--- src/rtl/uart_pkg.sv ---
`default_nettype none
// ============================================================================
// Module   : uart_pkg
// Purpose  : Shared UART constants and FSM state encoding.
// Revision : 1.0
// ============================================================================
package uart_pkg;

  localparam int DATA_BITS = 8;

  typedef enum logic [1:0] {
    IDLE  = 2'd0,
    START = 2'd1,
    DATA  = 2'd2,
    STOP  = 2'd3
  } uart_state_t;

endpackage
`default_nettype wire

--- src/rtl/uart_rx_if.sv ---
`default_nettype none
// ============================================================================
// Module   : uart_rx_if
// Purpose  : Serial line input plus received-byte/status outputs of uart_rx.
// Revision : 1.0
// ============================================================================
interface uart_rx_if #(
  parameter int DATA_BITS = uart_pkg::DATA_BITS
);

  logic                 rx;
  logic [DATA_BITS-1:0] rx_data;
  logic                 rx_done;
  logic                 rx_frame_err;
  logic                 rx_busy;

  modport master (
    output rx,
    input  rx_data, rx_done, rx_frame_err, rx_busy
  );

  modport slave (
    input  rx,
    output rx_data, rx_done, rx_frame_err, rx_busy
  );

endinterface
`default_nettype wire

--- src/rtl/sync_2ff.sv ---
`default_nettype none
// ============================================================================
// Module   : sync_2ff
// Purpose  : 1-bit two-flop synchronizer with parameterized reset value.
// Revision : 1.0
// ============================================================================
module sync_2ff #(
  parameter logic RESET_VAL = 1'b1
) (
  input  wire logic clk,
  input  wire logic rst_n,
  input  wire logic d,
  output logic      q
);

  logic r_meta;
  logic r_sync;

  always_ff @(posedge clk or negedge rst_n) begin
    if (!rst_n) begin
      r_meta <= RESET_VAL;
      r_sync <= RESET_VAL;
    end else begin
      r_meta <= d;
      r_sync <= r_meta;
    end
  end

  assign q = r_sync;

endmodule
`default_nettype wire

--- src/rtl/uart_rx.sv ---
`default_nettype none
// ============================================================================
// Module   : uart_rx
// Purpose  : 8N1 UART receiver, centre sampling, one-cycle done/error pulses.
// Revision : 1.0
// ============================================================================
module uart_rx
  import uart_pkg::*;
#(
  parameter int CLKS_PER_BIT = 868,
  parameter int DATA_BITS    = uart_pkg::DATA_BITS
) (
  input wire logic  clk,
  input wire logic  rst_n,
  uart_rx_if.slave  bus
);

  localparam int             CW       = (CLKS_PER_BIT > 1) ? $clog2(CLKS_PER_BIT) : 1;
  localparam logic [CW-1:0]  CNT_LAST = CW'(CLKS_PER_BIT - 1);
  localparam logic [CW-1:0]  CNT_HALF = CW'(CLKS_PER_BIT / 2 - 1);
  localparam logic [2:0]     LAST_BIT = 3'(DATA_BITS - 1);

  logic                 w_rx_s;
  logic                 w_fall;
  logic                 w_cnt_last;
  logic                 w_cnt_half;
  uart_state_t          r_state;
  uart_state_t          w_state_next;
  logic                 r_rx_prev;
  logic [CW-1:0]        r_cnt;
  logic [2:0]           r_bit_idx;
  logic [DATA_BITS-1:0] r_shift;
  logic [DATA_BITS-1:0] r_data;
  logic                 r_done;
  logic                 r_frame_err;
  logic                 r_busy;

  sync_2ff #(
    .RESET_VAL (1'b1)
  ) u_sync (
    .clk   (clk),
    .rst_n (rst_n),
    .d     (bus.rx),
    .q     (w_rx_s)
  );

  // Edge detector runs in every state so a start bit arriving right as STOP
  // hands back to IDLE is still seen on the first IDLE cycle.
  assign w_fall     = r_rx_prev & ~w_rx_s;
  assign w_cnt_last = (r_cnt == CNT_LAST);
  assign w_cnt_half = (r_cnt == CNT_HALF);

  always_comb begin
    w_state_next = r_state;
    case (r_state)
      IDLE:    if (w_fall) w_state_next = START;
      START:   if (w_cnt_half) w_state_next = w_rx_s ? IDLE : DATA;
      DATA:    if (w_cnt_last && (r_bit_idx == LAST_BIT)) w_state_next = STOP;
      STOP:    if (w_cnt_last) w_state_next = IDLE;
      default: w_state_next = IDLE;
    endcase
  end

  always_ff @(posedge clk or negedge rst_n) begin
    if (!rst_n) begin
      r_state     <= IDLE;
      r_rx_prev   <= 1'b1;
      r_cnt       <= '0;
      r_bit_idx   <= '0;
      r_shift     <= '0;
      r_data      <= '0;
      r_done      <= 1'b0;
      r_frame_err <= 1'b0;
      r_busy      <= 1'b0;
    end else begin
      r_state     <= w_state_next;
      r_rx_prev   <= w_rx_s;
      r_done      <= 1'b0;
      r_frame_err <= 1'b0;
      r_busy      <= (w_state_next != IDLE);
      case (r_state)
        IDLE: begin
          r_cnt     <= '0;
          r_bit_idx <= '0;
        end
        START: begin
          if (w_cnt_half) begin
            r_cnt     <= '0;
            r_bit_idx <= '0;
          end else begin
            r_cnt <= r_cnt + 1'b1;
          end
        end
        DATA: begin
          if (w_cnt_last) begin
            r_cnt   <= '0;
            r_shift <= {w_rx_s, r_shift[DATA_BITS-1:1]};
            if (r_bit_idx != LAST_BIT) r_bit_idx <= r_bit_idx + 3'd1;
          end else begin
            r_cnt <= r_cnt + 1'b1;
          end
        end
        STOP: begin
          if (w_cnt_last) begin
            r_cnt <= '0;
            if (w_rx_s) begin
              r_data <= r_shift;
              r_done <= 1'b1;
            end else begin
              r_frame_err <= 1'b1;
            end
          end else begin
            r_cnt <= r_cnt + 1'b1;
          end
        end
        default: r_cnt <= '0;
      endcase
    end
  end

  assign bus.rx_data      = r_data;
  assign bus.rx_done      = r_done;
  assign bus.rx_frame_err = r_frame_err;
  assign bus.rx_busy      = r_busy;

endmodule
`default_nettype wire

--- src/flat_wrapper.sv ---
// flat-port wrapper written by rule: the top's interface ports become plain ports
module uart_rx_flat import uart_pkg::*;
#(
  parameter int CLKS_PER_BIT = 868,
  parameter int DATA_BITS    = uart_pkg::DATA_BITS
)
  (clk, rst_n, bus_rx, bus_rx_data, bus_rx_done, bus_rx_frame_err, bus_rx_busy);
  uart_rx_if #(.DATA_BITS(DATA_BITS)) bus_i ();
  input wire logic clk;
  input wire logic rst_n;
  input wire logic [$bits(bus_i.rx)-1:0] bus_rx;
  output wire logic [$bits(bus_i.rx_data)-1:0] bus_rx_data;
  output wire logic [$bits(bus_i.rx_done)-1:0] bus_rx_done;
  output wire logic [$bits(bus_i.rx_frame_err)-1:0] bus_rx_frame_err;
  output wire logic [$bits(bus_i.rx_busy)-1:0] bus_rx_busy;
  assign bus_i.rx = bus_rx;
  assign bus_rx_data = bus_i.rx_data;
  assign bus_rx_done = bus_i.rx_done;
  assign bus_rx_frame_err = bus_i.rx_frame_err;
  assign bus_rx_busy = bus_i.rx_busy;
  uart_rx #(.CLKS_PER_BIT(CLKS_PER_BIT), .DATA_BITS(DATA_BITS)) u_core (.clk(clk), .rst_n(rst_n), .bus(bus_i));
endmodule
--- config.mk ---
export PLATFORM = sky130hd
export DESIGN_NAME = uart_rx_flat
export DESIGN_NICKNAME = d
export VERILOG_FILES = /design/src/rtl/uart_pkg.sv /design/src/rtl/uart_rx_if.sv /design/src/rtl/sync_2ff.sv /design/src/rtl/uart_rx.sv /design/src/flat_wrapper.sv
export SDC_FILE = /design/constraint.sdc
export NUM_CORES = 1
export LEC_CHECK = 0
export BUFFER_PORTS_ARGS = -buffer_cell sky130_fd_sc_hd__buf_2
export CORE_ASPECT_RATIO = 0.7
export CORE_MARGIN = 4
export CORE_UTILIZATION = 40
export DETAILED_ROUTE_END_ITERATION = 10
export GPL_ROUTABILITY_DRIVEN = 0
export PLACE_DENSITY = 0.6
export REMOVE_ABC_BUFFERS = 1
export SLEW_MARGIN = 20
export SYNTH_ARGS = -nofsm -noshare
export SYNTH_HDL_FRONTEND = slang
export SYNTH_SLANG_ARGS = --single-unit
--- constraint.sdc ---
create_clock -name clk -period 3.4 [get_ports clk]
set_clock_uncertainty 0.2 [all_clocks]
set_input_delay 0.17 -clock clk [delete_from_list [all_inputs] [get_ports clk]]
set_output_delay 0.17 -clock clk [all_outputs]
set_load 0.05 [all_outputs]
==> results.txt, run 1 <==
Status -> finished clean
Remaining DRCs -> 0
Final WL -> 2650 microns
Fmax achieved -> 412 MHz
GRT Residual Overflow -> 0
Crit path kind -> reg -> reg
Ratio of cells with drive above 1 in the final layout -> 28.4%
Clock sink count -> 37
CTS tree -> built
Largest stage delay, worst path -> 0.45 ns
Number of global-route vias before repair -> 992
Iter 0 DRT Violations -> 35
Final setup fails -> 0
Most frequent cells in the layout -> dfrtp_1 (34), mux2_2 (16), buf_2 (13), nor2_1 (12), nand2_1 (10)
Post-CTS sizing -> 0
R2R cell count -> 4
Final-report hold violation count -> 0
Clock Pin Slew Worst Setup and Hold Paths -> 0.07 ns
Worst slew pin tran -> 0.796 ns
First-pass GRT wire length -> 4660 microns
# rows -> 18
Number of hold buffers added after CTS -> 2
RSZ-0062 raised after global routing -> false
Number of antenna diodes -> 0
Crit path max fanout -> 9
Hold Crit Class -> reg -> reg
Area Growth Syn to Fin -> 14.7%
Remaining antenna violation count -> 0
Post-CTS Setup Bufs -> 0
Synthesized area per cell -> 12.6 sq um
Final #Nets -> 154
Required @ worst endpoint -> 3.36 ns
R2R Path End -> u_core.bus.rx_data[6]
Max Cap Viol -> 0
H-tree Lvls -> 2
Synth Cell Area -> 1590 sq um
Arrival @ worst endpoint -> 2.39 ns
DP HPWL -> 1880 microns
Clock Path Buffers -> 2
Reg-to-Reg Start -> u_core.r_cnt[3]
HP Start -> u_core.u_sync.r_meta
CP bufs+invs -> 0
DR vias/cell -> 5.01
Cell Pwr Density -> 510 nW/um^2
Post-route cell area -> 1820 sq um
Leak Pwr -> 0.867 nW
Max-slew violations -> 0
FF-to-FF setup slack -> 0.97 ns
Flop and latch count out of synthesis -> 37
Die Wd -> 83.3 microns
Clock root cell -> clkbuf_8
Synth warn -> 0
DIE AREA -> 5060 sq um
Drt first pass iters -> 4
Placed inst area -> 1710 sq um
Synth unique cells -> 30
Die Ht -> 60.7 microns
Wire per inst -> 13.4 microns
GRT Total Usage -> 12.1%
Critical-path cell list -> or3b_4, or3_4, nor3_4, mux2_2
# IOs -> 14
Maximum vdd drop -> 0.250 mV
Commonest non-fill, non-tap cell in the layout -> dfrtp_1
Crit-path slowest cell -> nor3_4
Final Cycle Share -> 71.4%
CP delay by family, top -> simple AND/OR/NAND/NOR gates
Initial antenna violation count -> 0
I/O Buffers -> 13
CTS buffer count -> 5
Insertion delay to the later sink of the worst-skew pair -> 0.27 ns
Number of synthesized flops with an enable pin -> 0
Sequential share of the synthesized area -> 58.6%
Worst Hold End -> u_core.u_sync.q
TNS Setup -> 0 ns
Hold Crit Depth -> 0
Worst setup EP type -> flop
Core ar. -> 3670 sq um
Post-Syn Instances -> 126
Fin crit period -> 2.43 ns
Largest net degree at the start of global routing -> 38
Worst slew margin -> 45.4%
Vias -> 992
Dominant synthesized flop cell -> dfrtp_1
Initial Util -> 43.3%
Startpoint Class -> flop
Asr flop ratio synth -> 100%
-- worst reg2reg max path, delay by kind of cell, from the launching register on --
family	cells	cell delay [ns]
simple gates	3	1.29
flops	1	0.43
mux	1	0.39
-- registers in the layout (all words and copies together) (netlist names) --
name,cells
u_core.r_state,2
u_core.u_sync.q,1
u_core.u_sync.r_meta,1
u_core.r_rx_prev,1
u_core.bus.rx_done,1
u_core.bus.rx_busy,1
u_core.bus.rx_frame_err,1
u_core.r_bit_idx,3
u_core.r_cnt,10
u_core.bus.rx_data,8
u_core.r_shift,8
-- cell type report --
| type | instances | area (sq um) |
|---|---|---|
| Fill cell | 338 | 1850 |
| Sequential cell | 37 | 930 |
| Multi-Input combinational cell | 85 | 643 |
| Clock buffer | 8 | 90.1 |
| Timing Repair Buffer | 15 | 85.1 |
| Tap cell | 50 | 62.6 |
| Inverter | 3 | 11.3 |
-- routing by layer --
layer  vias to the layer above  global-route usage [%]  routed length, microns  share of wire [%]
met5                         -                       0                       0                  0
met4                         0                    4.20                      17               0.64
met3                         2                    4.07                      99                3.7
met2                        14                    17.9                    1140                 43
met1                       485                    16.8                    1400                 53
li1                        491                       -                       -                  -
-- power breakdown --
group | switching [mW] | internal (mW) | total, mW
Combinational | 0.0644 | 0.0449 | 0.109
Sequential | 0.0409 | 0.475 | 0.516
Clock | 0.140 | 0.165 | 0.305
-- stage by stage --
step | power (mW) | hold slack, ns | std cells | setup WS (ns) | util (%)
2_1_floorplan | 0.593 | -0.326 | 125 | 1.17 | -
3_3_place_gp | 0.628 | 0.0774 | 188 | 1.01 | 46.6
3_5_place_dp | 0.632 | 0.0762 | 188 | 0.977 | 46.6
4_1_cts | 0.946 | 0.163 | 198 | 0.963 | 49.6
5_1_grt | 0.984 | 0.169 | 198 | 0.764 | 49.6
6_report | 0.930 | 0.162 | 198 | 0.971 | 49.6
-- synth_stat cells, types with 2 or more instances --
cell type	n	area, sq um
o211ai_1	2	15.0
mux2_2	16	180
nor3b_1	2	15.0
nor3_1	2	10.0
dfrtp_1	34	851
o21a_1	2	15.0
dfstp_2	3	78.8
a31oi_1	2	12.5
nor2_1	12	45.0
xor2_1	5	43.8
xnor2_1	3	26.3
ha_1	4	50.1
nand3_1	7	35.0
inv_1	3	11.3
a21oi_1	2	10.0
nand2_1	10	37.5
mux2i_1	2	20.0
nand4_1	3	18.8
-- logic make-up after synthesis --
group           synth area share, %
xor+xnor                       4.41
compound gates                 4.73
fa+ha+maj                      3.15
simple gates                   15.6
mux                            12.6
buf+inv                       0.945
flops                          58.6
-- how the worst max path moves through the flow --
stage / cells after the start / from / endpoint / slack, ns
2_1_floorplan: 4 / u_core.r_cnt[3] / u_core.bus.rx_data[0] / 1.17
3_3_place_gp: 4 / u_core.r_cnt[3] / u_core.bus.rx_data[6] / 1.01
3_5_place_dp: 4 / u_core.r_cnt[3] / u_core.bus.rx_data[6] / 0.98
4_1_cts: 4 / u_core.r_cnt[3] / u_core.bus.rx_data[6] / 0.96
5_1_grt: 6 / u_core.r_cnt[1] / u_core.r_cnt[4] / 0.76
6_report: 4 / u_core.r_cnt[3] / u_core.bus.rx_data[6] / 0.97
Power figures use the tool's default switching activity.
==> inputs of run 2 (changes only) <==
--- a/config.mk
+++ b/config.mk
@@ -11,7 +11,7 @@
 export CORE_UTILIZATION = 40
 export DETAILED_ROUTE_END_ITERATION = 10
 export GPL_ROUTABILITY_DRIVEN = 0
-export PLACE_DENSITY = 0.6
+export PLACE_DENSITY = 0.62
 export REMOVE_ABC_BUFFERS = 1
 export SLEW_MARGIN = 20
 export SYNTH_ARGS = -nofsm -noshare
==> constraint.sdc (replaced) <==
create_clock -name clk -period 2.03 [get_ports clk]
set_clock_uncertainty 0.2 [all_clocks]
set_input_delay 0.1015 -clock clk [delete_from_list [all_inputs] [get_ports clk]]
set_output_delay 0.1015 -clock clk [all_outputs]
set_load 0.05 [all_outputs]
==> results.txt, run 2 (synthesized netlist as in run 1, its figures left out) <==
TNS Setup -> -0.704 ns (was 0 ns)
CTS tree -> built (unchanged)
DR vias/cell -> 5.08 (was 5.01)
Worst slew margin -> 45.8% (was 45.4%)
GRT Residual Overflow -> 0 (unchanged)
Number of global-route vias before repair -> 1,276 (was 992)
Post-layout util -> 58.9% (was 49.6%)
Max-slew violations -> 0 (unchanged)
Maximum vdd drop -> 0.448 mV (was 0.250 mV)
# rows -> 18 (unchanged)
GRT Total Usage -> 15.7% (was 12.1%)
Ratio of cells with drive above 1 in the final layout -> 45.1% (was 28.4%)
Clock sink count -> 37 (unchanged)
Vias -> 1,144 (was 992)
Largest stage delay, worst path -> 0.42 ns (was 0.45 ns)
Remaining antenna violation count -> 0 (unchanged)
CTS buffer count -> 5 (unchanged)
I/O Buffers -> 13 (unchanged)
Area Growth Syn to Fin -> 36.2% (was 14.7%)
Iter 0 DRT Violations -> 43 (was 35)
Required @ worst endpoint -> 1.99 ns (was 3.36 ns)
DP Cell Count -> 207 (was 188)
DIE AREA -> 5060 sq um (unchanged)
Final setup fails -> 8 (was 0)
# IOs -> 14 (unchanged)
Worst hold margin -> 0.157 ns (was 0.162 ns)
Critical-path cell list -> or3b_4, or3_4, nor3_4, buf_6, mux2_4 (was or3b_4, or3_4, nor3_4, mux2_2)
DP HPWL -> 2370 microns (was 1880 microns)
Startpoint Class -> flop (unchanged)
CP bufs+invs -> 1 (was 0)
Hold Crit Class -> reg -> reg (unchanged)
Final-report hold violation count -> 0 (unchanged)
Crit path kind -> reg -> reg (unchanged)
Die Wd -> 83.3 microns (unchanged)
First-pass GRT wire length -> 6020 microns (was 4660 microns)
Final #Nets -> 181 (was 154)
RSZ-0062 raised after global routing -> true (was false)
Arrival @ worst endpoint -> 2.10 ns (was 2.39 ns)
Crit-path slowest cell -> or3b_4 (was nor3_4)
Post-route cell area -> 2160 sq um (was 1820 sq um)
Fin crit period -> 2.13 ns (was 2.43 ns)
Worst slew pin tran -> 0.813 ns (was 0.796 ns)
H-tree Lvls -> 2 (unchanged)
Final WL -> 3630 microns (was 2650 microns)
Crit path max fanout -> 5 (was 9)
Max Cap Viol -> 0 (unchanged)
Number of antenna diodes -> 0 (unchanged)
Initial Util -> 43.3% (unchanged)
CP delay by family, top -> simple AND/OR/NAND/NOR gates (unchanged)
Fin cells -> 225 (was 198)
Wire per inst -> 16.1 microns (was 13.4 microns)
Status -> finished, violations left (was finished clean)
Worst setup EP type -> flop (unchanged)
Clock Path Buffers -> 2 (unchanged)
Drt first pass iters -> 4 (unchanged)
Remaining DRCs -> 0 (unchanged)
Final Cycle Share -> 105% (was 71.4%)
Commonest non-fill, non-tap cell in the layout -> dfrtp_1 (unchanged)
Insertion delay to the later sink of the worst-skew pair -> 0.28 ns (was 0.27 ns)
Die Ht -> 60.7 microns (unchanged)
Failing checks -> negative setup slack
Clock Pin Slew Worst Setup and Hold Paths -> 0.07 ns (about the same)
Initial antenna violation count -> 0 (unchanged)
Fin worst setup slack -> -0.103 ns (was 0.971 ns)
Biggest register -> u_core.r_cnt (unchanged)
Leak Pwr -> 1.06 nW (was 0.867 nW)
Placed inst area -> 1870 sq um (was 1710 sq um)
Core ar. -> 3670 sq um (unchanged)
Largest net degree at the start of global routing -> 38 (unchanged)
Clock root cell -> clkbuf_8 (unchanged)
Cell Pwr Density -> 801 nW/um^2 (was 510 nW/um^2)
Fmax achieved -> 469 MHz (was 412 MHz)
Most frequent cells in the layout -> dfrtp_1 (34), buf_4 (20), buf_2 (13), nor2_1 (11), nand2_1 (10) (was dfrtp_1 (34), mux2_2 (16), buf_2 (13), nor2_1 (12), nand2_1 (10))
Largest register FFs -> 10 (unchanged)
-- run 2: cell count changes in the layout (fill, tap and decap cells not counted), moves of 2 or more --
cell	previous run	this run
buf_4	0	20
mux2_4	0	9
buf_6	0	7
ha_1	4	2
mux2_2	16	7
nor3b_1	2	0
ha_2	0	2
-- run 2: where the power goes --
| group | internal [mW] | switching (mW) |
|---|---|---|
| logic | 0.214 | 0.197 |
| clock network | 0.244 | 0.244 |
| registers | 0.795 | 0.0371 |
-- run 2: final timing paths --
kind                                 startpoint                     to  slack (ns)  depth (start not counted)
min                        u_core.u_sync.r_meta        u_core.u_sync.q        0.16                          0
max reg2reg                     u_core.r_cnt[2]  u_core.bus.rx_data[6]       -0.10                          5
min reg2reg                u_core.u_sync.r_meta        u_core.u_sync.q        0.16                          0
min in group asynchronous                 rst_n        u_core.r_cnt[0]        0.25                          2
max                             u_core.r_cnt[2]  u_core.bus.rx_data[6]       -0.10                          5
max in group asynchronous                 rst_n      u_core.r_shift[5]        0.86                          2
-- run 2: repair_timing --
action,CTS,global route
resized for setup,15,20
gates cloned,1,1
setup buffers,4,5
endpoints found under the hold margin,35,0
pin swaps,6,4
hold buffers,2,0
setup endpoints to repair,16,30
-- run 2: worst reg2reg max path: cells and delay by family, from the launching register on --
family / cells / cell delay, ns
buffers and inverters: 1 / 0.17
AND/OR/NAND/NOR: 3 / 0.96
multiplexers: 1 / 0.30
flip-flops: 1 / 0.39
-- run 2: stage by stage --
| step | total power [mW] | worst slack (ns) |
|---|---|---|
| after global placement | 1.14 | -0.121 |
| after CTS | 1.66 | -0.138 |
| after detailed placement | 1.15 | -0.174 |
| after floorplan | 0.993 | -0.204 |
| after global routing | 1.82 | -0.182 |
| final | 1.73 | -0.103 |
-- run 2: final cells by class --
type	count	area (sq um)
Clock buffer	8	80.1
Tap cell	50	62.6
Sequential cell	37	930
Multi-Input combinational cell	85	764
Inverter	3	11.3
Fill cell	292	1510
Timing Repair Buffer	42	314
-- run 2: routing by layer --
layer	track usage, %	routed length, microns	share of wire, %
met1	18.3	1640	45
met2	27.5	1820	50
met3	4.48	112	3.1
met4	8.16	59	1.6
met5	0	0	0
==> inputs of run 3 (changes only) <==
==> constraint.sdc (replaced) <==
create_clock -name clk -period 2.03 [get_ports clk]
set_clock_uncertainty 0.2 [all_clocks]
set_input_delay 0.406 -clock clk [delete_from_list [all_inputs] [get_ports clk]]
set_output_delay 0.406 -clock clk [all_outputs]
set_load 0.05 [all_outputs]
==> results.txt, run 3 (synthesized netlist as in run 1, its figures left out) <==
Sequential cell fraction of total power -> 49.5% (was 48.1%)
Remaining antenna violation count -> 0 (unchanged)
Wire per inst -> 14.3 microns (was 16.1 microns)
Ratio of cells with drive above 1 in the final layout -> 39.3% (was 45.1%)
Clock sink count -> 37 (unchanged)
GRT Residual Overflow -> 0 (unchanged)
First-pass GRT wire length -> 5200 microns (was 6020 microns)
Worst slew margin -> 68.6% (was 45.8%)
TNS Setup -> -0.925 ns (was -0.704 ns)
Register Area -> 930 sq um (unchanged)
Max Cap Viol -> 0 (unchanged)
Fin worst setup slack -> -0.128 ns (was -0.103 ns)
Iter 0 DRT Violations -> 36 (was 43)
Maximum vdd drop -> 0.484 mV (was 0.448 mV)
R2R cell count -> 5 (unchanged)
Failing checks -> negative setup slack (unchanged)
Final-report hold violation count -> 0 (unchanged)
Fin crit period -> 2.16 ns (was 2.13 ns)
Largest net degree at the start of global routing -> 38 (unchanged)
Crit path kind -> reg -> reg (unchanged)
Worst slew pin tran -> 0.472 ns (was 0.813 ns)
Fillers -> 327 (was 292)
Area occupied by multi-input gates -> 672 sq um (was 764 sq um)
Max-slew violations -> 0 (unchanged)
Die Wd -> 83.3 microns (unchanged)
Final setup fails -> 8 (unchanged)
Startpoint Class -> flop (unchanged)
Number of antenna diodes -> 0 (unchanged)
Die Ht -> 60.7 microns (unchanged)
Clock root cell -> clkbuf_8 (unchanged)
Number of global-route vias before repair -> 1,101 (was 1,276)
Clock power share -> 31.2% (was 28.2%)
DR vias/cell -> 5.00 (was 5.08)
R2R Path End -> u_core.bus.rx_data[7] (was u_core.bus.rx_data[6])
Final WL -> 3110 microns (was 3630 microns)
Met3 Usage GRT -> 3.66% (was 4.48%)
Hold Crit Class -> in -> reg (was reg -> reg)
Power, Total -> 1.67 mW (was 1.73 mW)
Cell Pwr Density -> 829 nW/um^2 (was 801 nW/um^2)
Remaining DRCs -> 0 (unchanged)
Dpl ws -> -0.158 ns (was -0.174 ns)
RSZ-0062 raised after global routing -> true (unchanged)
Reg-to-Reg Start -> u_core.r_cnt[3] (was u_core.r_cnt[2])
Insertion delay to the later sink of the worst-skew pair -> 0.28 ns (about the same)
Met2 Resource Use GR -> 22.5% (was 27.5%)
Post-route cell area -> 2010 sq um (was 2160 sq um)
I/O Buffers -> 13 (unchanged)
Status -> finished, violations left (unchanged)
Sw frac -> 26.4% (was 27.6%)
CTS buffer count -> 5 (unchanged)
Drt first pass iters -> 4 (unchanged)
Worst setup EP type -> flop (unchanged)
Placed inst area -> 1870 sq um (about the same)
P_sw -> 0.440 mW (was 0.478 mW)
# IOs -> 14 (unchanged)
GRT Total Usage -> 13.5% (was 15.7%)
Crit path max fanout -> 9 (was 5)
Initial Util -> 43.3% (unchanged)
FF-to-FF setup slack -> -0.13 ns (was -0.10 ns)
Cell Int Power -> 1.23 mW (was 1.25 mW)
Grt peak-use layer -> met2 (unchanged)
Clock Path Buffers -> 2 (unchanged)
Most frequent cells in the layout -> dfrtp_1 (34), buf_4 (19), mux2_2 (14), buf_2 (13), nor2_1 (12) (was dfrtp_1 (34), buf_4 (20), buf_2 (13), nor2_1 (11), nand2_1 (10))
CP startpoint -> u_core.r_cnt[3] (was u_core.r_cnt[2])
DIE AREA -> 5060 sq um (unchanged)
Final Cycle Share -> 106% (was 105%)
Largest register FFs -> 10 (unchanged)
# rows -> 18 (unchanged)
Leak Pwr -> 0.999 nW (was 1.06 nW)
Required @ worst endpoint -> 1.99 ns (about the same)
Comb power frac -> 19.3% (was 23.7%)
Clock Pin Slew Worst Setup and Hold Paths -> 0.07 ns (about the same)
H-tree Lvls -> 2 (unchanged)
Initial antenna violation count -> 0 (unchanged)
Core ar. -> 3670 sq um (unchanged)
Critical Path End -> u_core.bus.rx_data[7] (was u_core.bus.rx_data[6])
Fmax achieved -> 463 MHz (was 469 MHz)
Grt met1 use -> 17.4% (was 18.3%)
Arrival @ worst endpoint -> 2.12 ns (was 2.10 ns)
Commonest non-fill, non-tap cell in the layout -> dfrtp_1 (unchanged)
Biggest register -> u_core.r_cnt (unchanged)
CTS tree -> built (unchanged)
Worst hold margin -> 0.0212 ns (was 0.157 ns)
Vias -> 1,089 (was 1,144)
DP HPWL -> 2210 microns (was 2370 microns)
Final #Nets -> 174 (was 181)
Area Growth Syn to Fin -> 26.9% (was 36.2%)
[run 3: cell count changes in the layout (fill, tap and decap cells not counted), moves of 2 or more]
cell and change:
ha_2 -2, mux2_2 +7, ha_1 +2, buf_6 -6, mux2_4 -7
[run 3: what timing repair did]
item / in CTS / in global routing
endpoints found under the hold margin: 34 / 0
resized for setup: 3 / 4
pin swaps: 1 / 1
setup endpoints to repair: 16 / 28
hold buffers: 1 / 0
setup buffers: 0 / 1
[run 3: worst min path at each step]
stage	depth (start not counted)	to	from	slack, ns
global placement	0	u_core.u_sync.q	u_core.u_sync.r_meta	0.15
finish	1	u_core.u_sync.r_meta	bus_rx	0.02
floorplan	0	u_core.bus.rx_busy	rst_n	-0.09
detailed placement	0	u_core.u_sync.q	u_core.u_sync.r_meta	0.15
global route	1	u_core.u_sync.r_meta	bus_rx	0.01
CTS	1	u_core.u_sync.r_meta	bus_rx	0.01
[run 3: routing by layer]
| layer | vias up | part of all wire, % |
|---|---|---|
| met1 | 529 | 46 |
| met2 | 21 | 49 |
| li1 | 532 | - |
| met3 | 7 | 3.8 |
| met4 | 0 | 1.4 |
| met5 | - | 0 |
[run 3: power groups by stage]
stage / clock, mW / sequential (mW) / combinational (mW)
final: 0.521 / 0.827 / 0.322
after CTS: 0.537 / 0.828 / 0.306
after detailed placement: 0 / 0.841 / 0.304
after global placement: 0 / 0.836 / 0.302
after floorplan: 0 / 0.871 / 0.123
after global routing: 0.566 / 0.834 / 0.362
[run 3: worst max-delay path: stages, from the launching register on]
cell,delay [ns]
dfrtp_1,0.38
or3b_4,0.40
or3_4,0.41
nor3_4,0.16
buf_12,0.16
mux2_2,0.32
[run 3: final cells by class]
class / count / share of cell area, %
well taps: 50 / 3.11
repair buffers: 35 / 12.4
flip-flops and latches: 37 / 46.1
multi-input cells: 85 / 33.4
clock buffers: 8 / 4.47
inverters: 3 / 0.559
[run 3: stage by stage]
| stage | std cells | utilization [%] |
|---|---|---|
| final | 218 | 54.9 |
| after global routing | 218 | 54.9 |
| after CTS | 217 | 54.2 |
| after detailed placement | 208 | 51.1 |
| after global placement | 208 | 51.1 |
| after floorplan | 125 | - |
